===== config.mk =====
export PLATFORM = sky130hd
export DESIGN_NAME = mips_multicycle_ctrl_flat
export DESIGN_NICKNAME = d
export VERILOG_FILES = /design/src/rtl/mips_multicycle_ctrl_pkg.sv /design/src/rtl/mips_multicycle_ctrl_if.sv /design/src/rtl/mips_multicycle_outdec.sv /design/src/rtl/mips_multicycle_ctrl.sv /design/src/flat_wrapper.sv
export SDC_FILE = /design/constraint.sdc
export NUM_CORES = 1
export LEC_CHECK = 0
export BUFFER_PORTS_ARGS = -buffer_cell sky130_fd_sc_hd__buf_2
export CELL_PAD_IN_SITES_DETAIL_PLACEMENT = 1
export CELL_PAD_IN_SITES_GLOBAL_PLACEMENT = 1
export CORE_AREA = 2 2 42 44
export CTS_CLUSTER_DIAMETER = 40
export DETAILED_ROUTE_END_ITERATION = 16
export DIE_AREA = 0 0 44 46
export PLACE_DENSITY = 0.76
export SLEW_MARGIN = 15
export SYNTH_ARGS = -nofsm -noshare
export SYNTH_HDL_FRONTEND = slang
export SYNTH_SLANG_ARGS = --single-unit

===== constraint.sdc =====
create_clock -name clk -period 4.2 [get_ports clk]
set_input_delay 0.84 -clock clk [delete_from_list [all_inputs] [get_ports clk]]
set_output_delay 0.84 -clock clk [all_outputs]
set_load 0.02 [all_outputs]

===== src/rtl/mips_multicycle_ctrl_pkg.sv =====
// Shared constants and types for the multicycle MIPS main control FSM.
// Build macro MULTICYCLE_ADDI_EN adds the ADDIEX/ADDIWB states.
package mips_multicycle_ctrl_pkg;

  localparam logic [5:0] OP_RTYPE = 6'b000000;
  localparam logic [5:0] OP_LW    = 6'b100011;
  localparam logic [5:0] OP_SW    = 6'b101011;
  localparam logic [5:0] OP_BEQ   = 6'b000100;
  localparam logic [5:0] OP_ADDI  = 6'b001000;
  localparam logic [5:0] OP_J     = 6'b000010;

  localparam logic [1:0] ALUOP_ADD   = 2'b00;
  localparam logic [1:0] ALUOP_SUB   = 2'b01;
  localparam logic [1:0] ALUOP_FUNCT = 2'b10;

  localparam logic [1:0] SRCB_B     = 2'b00;
  localparam logic [1:0] SRCB_FOUR  = 2'b01;
  localparam logic [1:0] SRCB_IMM   = 2'b10;
  localparam logic [1:0] SRCB_IMMSH = 2'b11;

  localparam logic [1:0] PCSRC_ALU    = 2'b00;
  localparam logic [1:0] PCSRC_ALUOUT = 2'b01;
  localparam logic [1:0] PCSRC_JUMP   = 2'b10;

  // Encodings 9/10 stay unused (illegal) when the addi states are not built.
  typedef enum logic [3:0] {
    S_FETCH   = 4'd0,
    S_DECODE  = 4'd1,
    S_MEMADR  = 4'd2,
    S_MEMRD   = 4'd3,
    S_MEMWB   = 4'd4,
    S_MEMWR   = 4'd5,
    S_RTYPEEX = 4'd6,
    S_RTYPEWB = 4'd7,
    S_BEQEX   = 4'd8,
`ifdef MULTICYCLE_ADDI_EN
    S_ADDIEX  = 4'd9,
    S_ADDIWB  = 4'd10,
`endif
    S_JEX     = 4'd11
  } state_t;

  typedef struct packed {
    logic       pcwrite;
    logic       branch;
    logic       memwrite;
    logic       irwrite;
    logic       regwrite;
    logic       regdst;
    logic       memtoreg;
    logic       iord;
    logic       alusrca;
    logic [1:0] alusrcb;
    logic [1:0] pcsrc;
    logic [1:0] aluop;
  } ctrl_word_t;

endpackage


===== src/rtl/mips_multicycle_ctrl_if.sv =====
// Controller <-> datapath signal bundle. The datapath side is master
// (supplies opcode and zero flag), the controller is slave.
interface mips_multicycle_ctrl_if;
  logic [5:0] op;
  logic       zero;
  logic [3:0] state;
  logic       pcen;
  logic       memwrite;
  logic       irwrite;
  logic       regwrite;
  logic       regdst;
  logic       memtoreg;
  logic       iord;
  logic       alusrca;
  logic [1:0] alusrcb;
  logic [1:0] pcsrc;
  logic [1:0] aluop;

  modport master (
    output op, zero,
    input  state, pcen, memwrite, irwrite, regwrite, regdst, memtoreg,
           iord, alusrca, alusrcb, pcsrc, aluop
  );

  modport slave (
    input  op, zero,
    output state, pcen, memwrite, irwrite, regwrite, regdst, memtoreg,
           iord, alusrca, alusrcb, pcsrc, aluop
  );
endinterface


===== src/rtl/mips_multicycle_outdec.sv =====
// Moore decode: registered state -> datapath control word (pure combinational).
// Honours MULTICYCLE_ADDI_EN for the ADDIEX/ADDIWB entries.
module mips_multicycle_outdec
  import mips_multicycle_ctrl_pkg::*;
(
  input  logic [3:0] i_state,
  output ctrl_word_t o_ctrl
);

  always_comb begin
    o_ctrl = '0;
    case (i_state)
      S_FETCH: begin
        o_ctrl.alusrcb = SRCB_FOUR;
        o_ctrl.aluop   = ALUOP_ADD;
        o_ctrl.pcsrc   = PCSRC_ALU;
        o_ctrl.irwrite = 1'b1;
        o_ctrl.pcwrite = 1'b1;
      end
      S_DECODE: begin
        o_ctrl.alusrcb = SRCB_IMMSH;
        o_ctrl.aluop   = ALUOP_ADD;
      end
      S_MEMADR: begin
        o_ctrl.alusrca = 1'b1;
        o_ctrl.alusrcb = SRCB_IMM;
        o_ctrl.aluop   = ALUOP_ADD;
      end
      S_MEMRD:  o_ctrl.iord = 1'b1;
      S_MEMWB: begin
        o_ctrl.memtoreg = 1'b1;
        o_ctrl.regwrite = 1'b1;
      end
      S_MEMWR: begin
        o_ctrl.iord     = 1'b1;
        o_ctrl.memwrite = 1'b1;
      end
      S_RTYPEEX: begin
        o_ctrl.alusrca = 1'b1;
        o_ctrl.alusrcb = SRCB_B;
        o_ctrl.aluop   = ALUOP_FUNCT;
      end
      S_RTYPEWB: begin
        o_ctrl.regdst   = 1'b1;
        o_ctrl.regwrite = 1'b1;
      end
      S_BEQEX: begin
        o_ctrl.alusrca = 1'b1;
        o_ctrl.alusrcb = SRCB_B;
        o_ctrl.aluop   = ALUOP_SUB;
        o_ctrl.pcsrc   = PCSRC_ALUOUT;
        o_ctrl.branch  = 1'b1;
      end
`ifdef MULTICYCLE_ADDI_EN
      S_ADDIEX: begin
        o_ctrl.alusrca = 1'b1;
        o_ctrl.alusrcb = SRCB_IMM;
        o_ctrl.aluop   = ALUOP_ADD;
      end
      S_ADDIWB: o_ctrl.regwrite = 1'b1;
`else
      4'd9, 4'd10: o_ctrl = '0;
`endif
      S_JEX: begin
        o_ctrl.pcsrc   = PCSRC_JUMP;
        o_ctrl.pcwrite = 1'b1;
      end
      default: o_ctrl = '0;
    endcase
  end

endmodule


===== src/rtl/mips_multicycle_ctrl.sv =====
// Multicycle MIPS main control FSM: state register, next-state logic and pcen.
// Build macro MULTICYCLE_ADDI_EN enables native addi sequencing.
module mips_multicycle_ctrl
  import mips_multicycle_ctrl_pkg::*;
(
  input  logic                  clk,
  input  logic                  reset,
  mips_multicycle_ctrl_if.slave bus
);

  state_t     r_state;
  ctrl_word_t w_ctrl;

  always_ff @(posedge clk) begin
    if (reset) begin
      r_state <= S_FETCH;
    end else begin
      case (r_state)
        S_FETCH:  r_state <= S_DECODE;
        S_DECODE: begin
          case (bus.op)
            OP_LW, OP_SW: r_state <= S_MEMADR;
            OP_RTYPE:     r_state <= S_RTYPEEX;
            OP_BEQ:       r_state <= S_BEQEX;
`ifdef MULTICYCLE_ADDI_EN
            OP_ADDI:      r_state <= S_ADDIEX;
`else
            OP_ADDI:      r_state <= S_FETCH;
`endif
            OP_J:         r_state <= S_JEX;
            default:      r_state <= S_FETCH;
          endcase
        end
        S_MEMADR:  r_state <= (bus.op == OP_SW) ? S_MEMWR : S_MEMRD;
        S_MEMRD:   r_state <= S_MEMWB;
        S_RTYPEEX: r_state <= S_RTYPEWB;
`ifdef MULTICYCLE_ADDI_EN
        S_ADDIEX:  r_state <= S_ADDIWB;
`endif
        // Final states and illegal encodings all return to fetch.
        default:   r_state <= S_FETCH;
      endcase
    end
  end

  mips_multicycle_outdec u_outdec (
    .i_state (r_state),
    .o_ctrl  (w_ctrl)
  );

  assign bus.state    = r_state;
  assign bus.pcen     = w_ctrl.pcwrite | (w_ctrl.branch & bus.zero);
  assign bus.memwrite = w_ctrl.memwrite;
  assign bus.irwrite  = w_ctrl.irwrite;
  assign bus.regwrite = w_ctrl.regwrite;
  assign bus.regdst   = w_ctrl.regdst;
  assign bus.memtoreg = w_ctrl.memtoreg;
  assign bus.iord     = w_ctrl.iord;
  assign bus.alusrca  = w_ctrl.alusrca;
  assign bus.alusrcb  = w_ctrl.alusrcb;
  assign bus.pcsrc    = w_ctrl.pcsrc;
  assign bus.aluop    = w_ctrl.aluop;

endmodule


===== src/flat_wrapper.sv =====
// flat-port wrapper written by rule: the top's interface ports become plain ports
module mips_multicycle_ctrl_flat import mips_multicycle_ctrl_pkg::*;
  (clk, reset, bus_op, bus_zero, bus_state, bus_pcen, bus_memwrite, bus_irwrite, bus_regwrite, bus_regdst, bus_memtoreg, bus_iord, bus_alusrca, bus_alusrcb, bus_pcsrc, bus_aluop);
  mips_multicycle_ctrl_if bus_i ();
  input  logic clk;
  input  logic reset;
  input wire logic [$bits(bus_i.op)-1:0] bus_op;
  input wire logic [$bits(bus_i.zero)-1:0] bus_zero;
  output wire logic [$bits(bus_i.state)-1:0] bus_state;
  output wire logic [$bits(bus_i.pcen)-1:0] bus_pcen;
  output wire logic [$bits(bus_i.memwrite)-1:0] bus_memwrite;
  output wire logic [$bits(bus_i.irwrite)-1:0] bus_irwrite;
  output wire logic [$bits(bus_i.regwrite)-1:0] bus_regwrite;
  output wire logic [$bits(bus_i.regdst)-1:0] bus_regdst;
  output wire logic [$bits(bus_i.memtoreg)-1:0] bus_memtoreg;
  output wire logic [$bits(bus_i.iord)-1:0] bus_iord;
  output wire logic [$bits(bus_i.alusrca)-1:0] bus_alusrca;
  output wire logic [$bits(bus_i.alusrcb)-1:0] bus_alusrcb;
  output wire logic [$bits(bus_i.pcsrc)-1:0] bus_pcsrc;
  output wire logic [$bits(bus_i.aluop)-1:0] bus_aluop;
  assign bus_i.op = bus_op;
  assign bus_i.zero = bus_zero;
  assign bus_state = bus_i.state;
  assign bus_pcen = bus_i.pcen;
  assign bus_memwrite = bus_i.memwrite;
  assign bus_irwrite = bus_i.irwrite;
  assign bus_regwrite = bus_i.regwrite;
  assign bus_regdst = bus_i.regdst;
  assign bus_memtoreg = bus_i.memtoreg;
  assign bus_iord = bus_i.iord;
  assign bus_alusrca = bus_i.alusrca;
  assign bus_alusrcb = bus_i.alusrcb;
  assign bus_pcsrc = bus_i.pcsrc;
  assign bus_aluop = bus_i.aluop;
  mips_multicycle_ctrl u_core (.clk(clk), .reset(reset), .bus(bus_i));
endmodule

==> run summary, run 1 <==
run status: completed
Antenna Nets Post-Route: 0
hold crit path type: reg -> reg
VDD IR-drop max: 0.137 mV
CTS buffer count: 3
crit path DAT: 1.54 ns
DP Area: 514 µm²
Synth cell types: 27
Max Cap Viol: 0
Top Ports: 27
Worst Clk Skew: 0.0000570 ns
Max-slew headroom: 70.8%
Die X: 44 µm
Worst R2R End: u_core.bus.state[0]
Design Area, Final: 537 µm²
Compound-Gate Fraction of Synth Area: 21.0%
Clock Power Share: 40.5%
worst r2r path cells: 4
via count: 485
smallest hold slack: 0.675 ns
syn nets: 64
largest net degree at the start of global routing: 12
WHS Path Cells: 2
n_diodes: 0
unrepaired setup endpoints after global routing: false
clock transition at the registers of the reported paths: 0.04 ns
RR Startpoint: u_core.bus.state[2]
clock buffer depth: 2
CTS tree: yes
leading cell type in the layout, fill and taps excluded: buf_2
critical path, cell by cell: or2b_1, mux2_2, nor2_1, buf_2
post-route setup TNS: 0 ns
Internal: 0.0830 mW
hpwl dp: 947 µm
final hold vios: 0
Overflow after GRT: 0
Max Freq: 420 MHz
die footprint: 0.00202 mm²
post-synthesis sequential area ratio: 19.5%
Total Wirelength: 1220 µm
CP max stage delay: 0.49 ns
Comb pwr share: 24.1%
Post-Synth Adder-Cell Area: 0%
nets@finish: 89
gpl congestion: 0.734
# rows: 15
Cells after Synth: 55
Post-synth ARST share: 0%
largest family of logic cells by synthesized area: simple AND/OR/NAND/NOR gates
Slew Viols, Final: 0
synth warn: 0
Initial Utilization: 25.5%
hold path start: u_core.bus.state[0]
Final Critical Period: 2.38 ns
first-pass GRT wire length: 2150 µm
final setup vio count: 0
placed cell count: 92
Hold EP: u_core.bus.state[0]
xor/xnor share of the synthesized area: 4.26%
postcts setup bufs: 0
worst-margin pin slew: 0.433 ns
period utilization: 56.6%
post-cts hold buffer count: 0
Layout area overhead: 30.4%
clk sinks: 4
post-DR wirelength/cell: 12.9 µm
slowest stage cell on the critical path: dfxtp_1
buffers added on ports: 26
Leakage: 0.261 nW
DRC Markers: 0
Setup CP Type: reg -> out
initial DRC count: 5
Power Density: 222 mW/mm²
fin cells: 95
sw power: 0.0359 mW
Net Sw Frac: 30.2%
CP required: 3.36 ns
first drt pass iteration count: 4
post-CTS sizing: 0
share of layout cells above drive strength 1: 42.3%
commonest cells after routing, fill and taps aside: buf_2, nor2_1, nand2b_1, dfxtp_1
predominant post-synthesis flop cell: dfxtp_1
post-DR vias/cell: 5.11
sequential share of power: 35.3%
Total GRT Usage: 14.3%
worst reg-to-reg setup slack: 2.68 ns
#FFs+latches synth: 4
filler cell count: 213
core area: 0.00161 mm²
antenna violations before repair: 0
crit-path max FO: 11
mux share of post-synthesis cell area: 2.74%
type of origin of the critical path: register
Critical Path Sink Type: primary output
worst-skew pair later-pin latency: 0.24 ns
number of synthesized flops with an enable pin: 0
CTS root buf: clkbuf_4
Post-Synth Simple-Gate Area: 38.9%
vias in the first global route: 480
H-tree Lvls: 1
Die Height: 46 µm
Largest register FFs: 4
Mean Syn Cell Area: 7.48 µm²
Post-Syn Area: 412 µm²
per-layer routing:
layer	GRT usage, %	routed length, µm	share of wire, %	vias to the layer above
met3	4.76	110	9.0	2
met4	3.64	9	0.74	0
met2	23.8	575	47	25
li1	-	-	-	241
met5	0	0	0	-
met1	17.6	528	43	217
how the worst max path moves through the flow:
stage                              startpoint            to  slack, ns  cells after the start
after floorplan           u_core.bus.state[0]  bus_pcsrc[0]       1.90                      4
after global placement               bus_zero      bus_pcen       1.98                      6
after detailed placement             bus_zero      bus_pcen       1.96                      6
after CTS                 u_core.bus.state[3]   bus_alusrca       1.82                      4
after global routing      u_core.bus.state[3]   bus_alusrca       1.71                      4
final                     u_core.bus.state[3]   bus_alusrca       1.82                      4
area by class of cell:
type                            instances  area, µm²  share of cell area, %
Tap cell                               17       21.3                   3.96
Clock buffer                            3       22.5                   4.20
Inverter                                2       7.51                   1.40
Sequential cell                         4       80.1                   14.9
Multi-Input combinational cell         43        275                   51.3
Timing Repair Buffer                   26        130                   24.2
cell families after synthesis:
kind of cell / count (synthesis)
muxes: 1
and+or+nand+nor: 29
DFF: 4
buffers and inverters: 8
xor gates and xnor gates: 2
AOI/OAI and AO/OA: 11
Yosys cell counts, drive strengths merged, types with 2 or more instances:
| cell | n | share of area (%) |
|---|---|---|
| nor3 | 2 | 2.4 |
| nor4 | 2 | 3.0 |
| o311ai | 2 | 4.3 |
| nand2b | 4 | 6.1 |
| dfxtp | 4 | 19 |
| or2 | 2 | 3.0 |
| buf | 4 | 10 |
| a21oi | 3 | 3.6 |
| clkbuf | 2 | 1.8 |
| nor2 | 12 | 11 |
| nand4b | 2 | 4.3 |
| xnor2 | 2 | 4.3 |
| inv | 2 | 1.8 |
worst max-delay path: cells and delay by family, from the launching register on:
kind	cells	cell delay [ns]
buffers and inverters	1	0.17
DFF	1	0.49
muxes	1	0.27
and+or+nand+nor	2	0.37
power groups by stage:
| stage | combinational [mW] | sequential [mW] | clock, mW |
|---|---|---|---|
| floorplan | 0.0180 | 0.0416 | 0 |
| global placement | 0.0277 | 0.0424 | 0 |
| detailed placement | 0.0287 | 0.0426 | 0 |
| CTS | 0.0290 | 0.0420 | 0.0501 |
| global route | 0.0317 | 0.0424 | 0.0543 |
| finish | 0.0287 | 0.0420 | 0.0482 |
per-stage QoR:
step           total power, mW  util, %  worst slack, ns
2_1_floorplan           0.0596        -             1.90
3_3_place_gp            0.0701     31.9             1.98
3_5_place_dp            0.0713     31.9             1.96
4_1_cts                  0.121     33.3             1.82
5_1_grt                  0.128     33.3             1.71
6_report                 0.119     33.3             1.82
Power figures use the tool's default switching activity.
==> run 2, diff against run 1 <==
--- a/config.mk
+++ b/config.mk
@@ -8,11 +8,11 @@
 export BUFFER_PORTS_ARGS = -buffer_cell sky130_fd_sc_hd__buf_2
 export CELL_PAD_IN_SITES_DETAIL_PLACEMENT = 1
 export CELL_PAD_IN_SITES_GLOBAL_PLACEMENT = 1
-export CORE_AREA = 2 2 42 44
+export CORE_AREA = 2 2 46 48
 export CTS_CLUSTER_DIAMETER = 40
 export DETAILED_ROUTE_END_ITERATION = 16
-export DIE_AREA = 0 0 44 46
-export PLACE_DENSITY = 0.76
+export DIE_AREA = 0 0 48 50
+export PLACE_DENSITY = 0.67
 export SLEW_MARGIN = 15
 export SYNTH_ARGS = -nofsm -noshare
 export SYNTH_HDL_FRONTEND = slang
==> constraint.sdc (replaced) <==
create_clock -name clk -period 2.1 [get_ports clk]
set_input_delay 0.42 -clock clk [delete_from_list [all_inputs] [get_ports clk]]
set_output_delay 0.42 -clock clk [all_outputs]
set_load 0.02 [all_outputs]
==> run 2 against run 1 <==
Total power grew 95%. Die area grew 19%. Sequential share of layout area shrank 0.34 points. Cell count grew 11%. Critical path type unchanged. Largest power group unchanged.
==> run summary, run 2 (synthesized netlist as in run 1, its figures left out) <==
run status: completed
leading cell type in the layout, fill and taps excluded: buf_2
hold crit path type: in -> reg
worst-margin pin slew: 0.419 ns
hpwl dp: 937 µm
final setup vio count: 0
Total Wirelength: 1140 µm
buffers added on ports: 26
fin cells: 105
Top Ports: 27
commonest cells after routing, fill and taps aside: buf_2, nor2_1, nand2b_1, dfxtp_1
clock transition at the registers of the reported paths: 0.03 ns
VDD IR-drop max: 0.179 mV
Die X: 48 µm
Max Freq: 517 MHz
Critical Path Sink Type: primary output
clock buffer depth: 2
first-pass GRT wire length: 1810 µm
Power Density: 422 mW/mm²
clk sinks: 4
pre-CTS setup slack: 0.410 ns
filler cell count: 245
crit-path max FO: 11
setup slack after layout: 0.164 ns
nets@finish: 89
CTS tree: yes
Slew Viols, Final: 0
CTS buffer count: 3
Initial Utilization: 21.6%
gpl congestion: 0.688
placed cell count: 102
Max-slew headroom: 71.7%
largest net degree at the start of global routing: 12
period utilization: 92.2%
post-DR wirelength/cell: 10.8 µm
type of origin of the critical path: register
post-route setup TNS: 0 ns
antenna violations before repair: 0
Antenna Nets Post-Route: 0
unrepaired setup endpoints after global routing: false
final hold vios: 0
via count: 465
DRC Markers: 0
crit path DAT: 1.52 ns
post-CTS sizing: 0
# rows: 16
Layout area overhead: 33.4%
Worst Clk Skew: 0.00501 ns
first drt pass iteration count: 2
initial DRC count: 2
smallest hold slack: 0.444 ns
worst-skew pair later-pin latency: 0.23 ns
n_diodes: 0
Largest register FFs: 4
Setup CP Type: reg -> out
postcts setup bufs: 0
die footprint: 0.00240 mm²
Overflow after GRT: 0
H-tree Lvls: 1
vias in the first global route: 418
Max Cap Viol: 0
Total GRT Usage: 9.96%
share of layout cells above drive strength 1: 42.3%
post-DR vias/cell: 4.43
core area: 0.00190 mm²
Final Critical Period: 1.94 ns
Leakage: 0.261 nW
CTS root buf: clkbuf_4
post-cts hold buffer count: 0
Design Power: 0.232 mW
CP required: 1.68 ns
Die Height: 50 µm
==> run 2: cell counts in the layout (fill, tap and decap cells not counted) <==
No cell type changed its count.
==> run 2: where the power goes <==
part / total, mW / switching, mW / internal [mW]
Clock: 0.0909 / 0.0272 / 0.0637
Sequential: 0.0839 / 0.00540 / 0.0785
Combinational: 0.0570 / 0.0335 / 0.0235
==> run 2: worst paths after layout <==
kind,slack (ns),start,endpoint,cells after the start
setup reg to reg,0.61,u_core.bus.state[2],u_core.bus.state[0],4
hold / removal,0.44,bus_op[1],u_core.bus.state[2],2
hold reg to reg,0.68,u_core.bus.state[0],u_core.bus.state[0],2
setup / recovery,0.16,u_core.bus.state[3],bus_alusrca,4
==> run 2: per-layer routing <==
layer	track usage (%)	vias to the layer above	part of all wire, %
li1	-	242	-
met1	12.9	204	48
met2	17.1	19	46
met3	1.47	0	5.6
met4	1.35	0	0
met5	0	-	0
==> run 2: critical path: stages, from the launching register on <==
cell     delay (ns)
dfxtp_1        0.49
or2b_1         0.29
mux2_2         0.27
nor2_1         0.08
buf_2          0.17
==> run 2: area by class of cell <==
cell class	count	area, µm²	share of cell area (%)
clock buffer	3	22.5	4.10
sequential	4	80.1	14.6
tap	27	33.8	6.15
inverter	2	7.51	1.37
timing repair buffer	26	130	23.7
multi-input combinational	43	275	50.1
==> run 2: metrics by stage <==
stage / util (%) / area (µm²)
2_1_floorplan: - / 412
3_3_place_gp: 27.7 / 527
3_5_place_dp: 27.7 / 527
4_1_cts: 28.9 / 549
5_1_grt: 28.9 / 549
6_report: 28.9 / 549
==> run 3, diff against run 2 <==
--- a/config.mk
+++ b/config.mk
@@ -5,14 +5,16 @@
 export SDC_FILE = /design/constraint.sdc
 export NUM_CORES = 1
 export LEC_CHECK = 0
+export ABC_AREA = 1
 export BUFFER_PORTS_ARGS = -buffer_cell sky130_fd_sc_hd__buf_2
 export CELL_PAD_IN_SITES_DETAIL_PLACEMENT = 1
 export CELL_PAD_IN_SITES_GLOBAL_PLACEMENT = 1
-export CORE_AREA = 2 2 46 48
+export CORE_AREA = 2 2 47 49
 export CTS_CLUSTER_DIAMETER = 40
 export DETAILED_ROUTE_END_ITERATION = 16
-export DIE_AREA = 0 0 48 50
-export PLACE_DENSITY = 0.67
+export DIE_AREA = 0 0 49 51
+export PLACE_DENSITY = 0.68
+export SKIP_LAST_GASP = 1
 export SLEW_MARGIN = 15
 export SYNTH_ARGS = -nofsm -noshare
 export SYNTH_HDL_FRONTEND = slang
==> run 3 against run 2 <==
Design area up 8.2%. Worst setup slack better by 0.14 ns. Flip-flop and latch count unchanged. Sequential power down 2.4%. Clock skew down 0.0036 ns. Highest routed layer unchanged. Worst hold slack worse by 0.064 ns. Sequential share of layout area down 1.1 points. Largest power group unchanged. Via count up 16%. Global-route usage up 1.4 points. Synthesized cell count up 31%.
==> run summary, run 3 <==
Synth cell types: 19
Post-synth ARST share: 0%
run status: completed
first-pass GRT wire length: 2300 µm
Leakage: 0.328 nW
Slew Viols, Final: 0
commonest cells after routing, fill and taps aside: buf_2, nor2_1, nand2_1
post-route setup TNS: 0 ns
critical path startpoint: u_core.bus.state[1]
predominant post-synthesis flop cell: dfxtp_1
syn nets: 81
Total GRT Usage: 11.4%
number of synthesized flops with an enable pin: 0
Synth top area share: 19.3%
Final Critical Period: 1.79 ns
# rows: 17
hold crit path type: in -> reg
Post-Syn Area: 414 µm²
initial DRC count: 0
RR Startpoint: u_core.bus.state[2]
Mean Syn Cell Area: 5.75 µm²
core area: 0.00206 mm²
Power Density: 403 mW/mm²
crit path DAT: 1.37 ns
Max Freq: 558 MHz
smallest hold slack: 0.380 ns
crit-path max FO: 6
Post-synth top cells: nor2_1, nand2_1, inv_1
Worst R2R End: u_core.bus.state[2]
clock transition at the registers of the reported paths: 0.04 ns
Top Ports: 27
Setup CP Type: reg -> out
postcts setup bufs: 0
Overflow after GRT: 0
worst-skew pair later-pin latency: 0.23 ns
worst-margin pin slew: 0.259 ns
share of layout cells above drive strength 1: 41.0%
Design Area, Final: 594 µm²
post-DR wirelength/cell: 10.2 µm
antenna violations before repair: 0
type of origin of the critical path: register
Design Power: 0.240 mW
CP required: 1.68 ns
n_diodes: 0
gpl congestion: 0.741
final hold vios: 0
leading cell type in the layout, fill and taps excluded: buf_2
met2 Resource Use GR: 21.2%
worst r2r path cells: 7
Critical Path Sink Type: primary output
Antenna Nets Post-Route: 0
crit path to: bus_pcen
leading area contributor after synthesis: dfxtp_1
Layout area overhead: 43.5%
CTS buffer count: 3
Max-slew headroom: 82.7%
final setup vio count: 0
first drt pass iteration count: 1
nets@finish: 111
post-DR vias/cell: 4.21
clk sinks: 4
Die Height: 51 µm
met1 Use GR: 12.9%
Die X: 49 µm
post-cts hold buffer count: 0
top cells by area, synth: dfxtp_1, nor2_1, nand3_1
post-CTS sizing: 0
buffers added on ports: 26
DP Area: 572 µm²
vias in the first global route: 547
gr busiest metal: met2
via count: 539
Total Wirelength: 1310 µm
die footprint: 0.00250 mm²
Cells after Synth: 72
Max Cap Viol: 0
period utilization: 85.4%
most common cell in the netlist: nor2_1
#FFs+latches synth: 4
Largest register FFs: 4
DRC Markers: 0
VDD IR-drop max: 0.187 mV
post-synthesis sequential area ratio: 19.3%
hpwl dp: 1180 µm
CTS root buf: clkbuf_4
unrepaired setup endpoints after global routing: false
Worst Clk Skew: 0.00145 ns
M3 GR Usage: 3.80%
H-tree Lvls: 1
synth warn: 0
Initial Utilization: 20.1%
CTS tree: yes
clock buffer depth: 2
worst reg-to-reg setup slack: 1.02 ns
largest net degree at the start of global routing: 9
-- run 3: cell types whose count changed after synthesis, moves of 3 or more --
| cell | before | now |
|---|---|---|
| nand2_1 | 1 | 12 |
| buf_6 | 3 | 0 |
| nand2b_1 | 4 | 0 |
| nand3_1 | 0 | 9 |
| nor2_2 | 0 | 4 |
| inv_1 | 2 | 10 |
-- run 3: where the power goes --
| group | total, mW | internal [mW] | switching, mW |
|---|---|---|---|
| clock | 0.0932 | 0.0638 | 0.0294 |
| combinational | 0.0646 | 0.0224 | 0.0422 |
| sequential | 0.0819 | 0.0785 | 0.00334 |
-- run 3: layer usage --
metal | part of all wire (%) | routed length [µm]
met4 | 0 | 0
met1 | 44 | 570
met2 | 49 | 644
met3 | 7.1 | 93
met5 | 0 | 0
-- run 3: layout make-up --
class | instances | area, µm²
fillers | 294 | 1470
clock buffers | 3 | 22.5
well taps | 28 | 35.0
inverters | 12 | 45.0
repair buffers | 26 | 130
flip-flops and latches | 4 | 80.1
multi-input cells | 55 | 282
-- run 3: logic make-up (layout without fill, tap and decap cells) --
logic type      after synthesis  count (layout)  synth area share (%)
simple gates                 48              48                  58.6
buf+inv                      13              41                  12.7
flops                         4               4                  19.3
compound gates                7               7                  9.37
-- run 3: worst min path at each step --
stage,slack [ns],endpoint,start,depth (start not counted)
after CTS,0.37,u_core.bus.state[1],reset,2
after global routing,0.39,u_core.bus.state[1],reset,2
final,0.38,u_core.bus.state[1],reset,2
after floorplan,0.49,u_core.bus.state[1],reset,1
after detailed placement,0.54,u_core.bus.state[0],u_core.bus.state[0],1
after global placement,0.53,u_core.bus.state[0],u_core.bus.state[0],1
-- run 3: worst max-delay path: stages (launching register included) --
cell and delay, ns:
dfxtp_1 0.43, nand2_1 0.18, nor3_1 0.23, nor2_1 0.07, nand2_1 0.07, buf_2 0.16
-- run 3: per-stage QoR --
| step | cells | utilization, % | setup WS (ns) |
|---|---|---|---|
| 3_3_place_gp | 125 | 27.7 | 0.575 |
| 4_1_cts | 128 | 28.8 | 0.278 |
| 3_5_place_dp | 125 | 27.7 | 0.534 |
| 6_report | 128 | 28.8 | 0.307 |
| 5_1_grt | 128 | 28.8 | 0.124 |
| 2_1_floorplan | 72 | - | 0.219 |
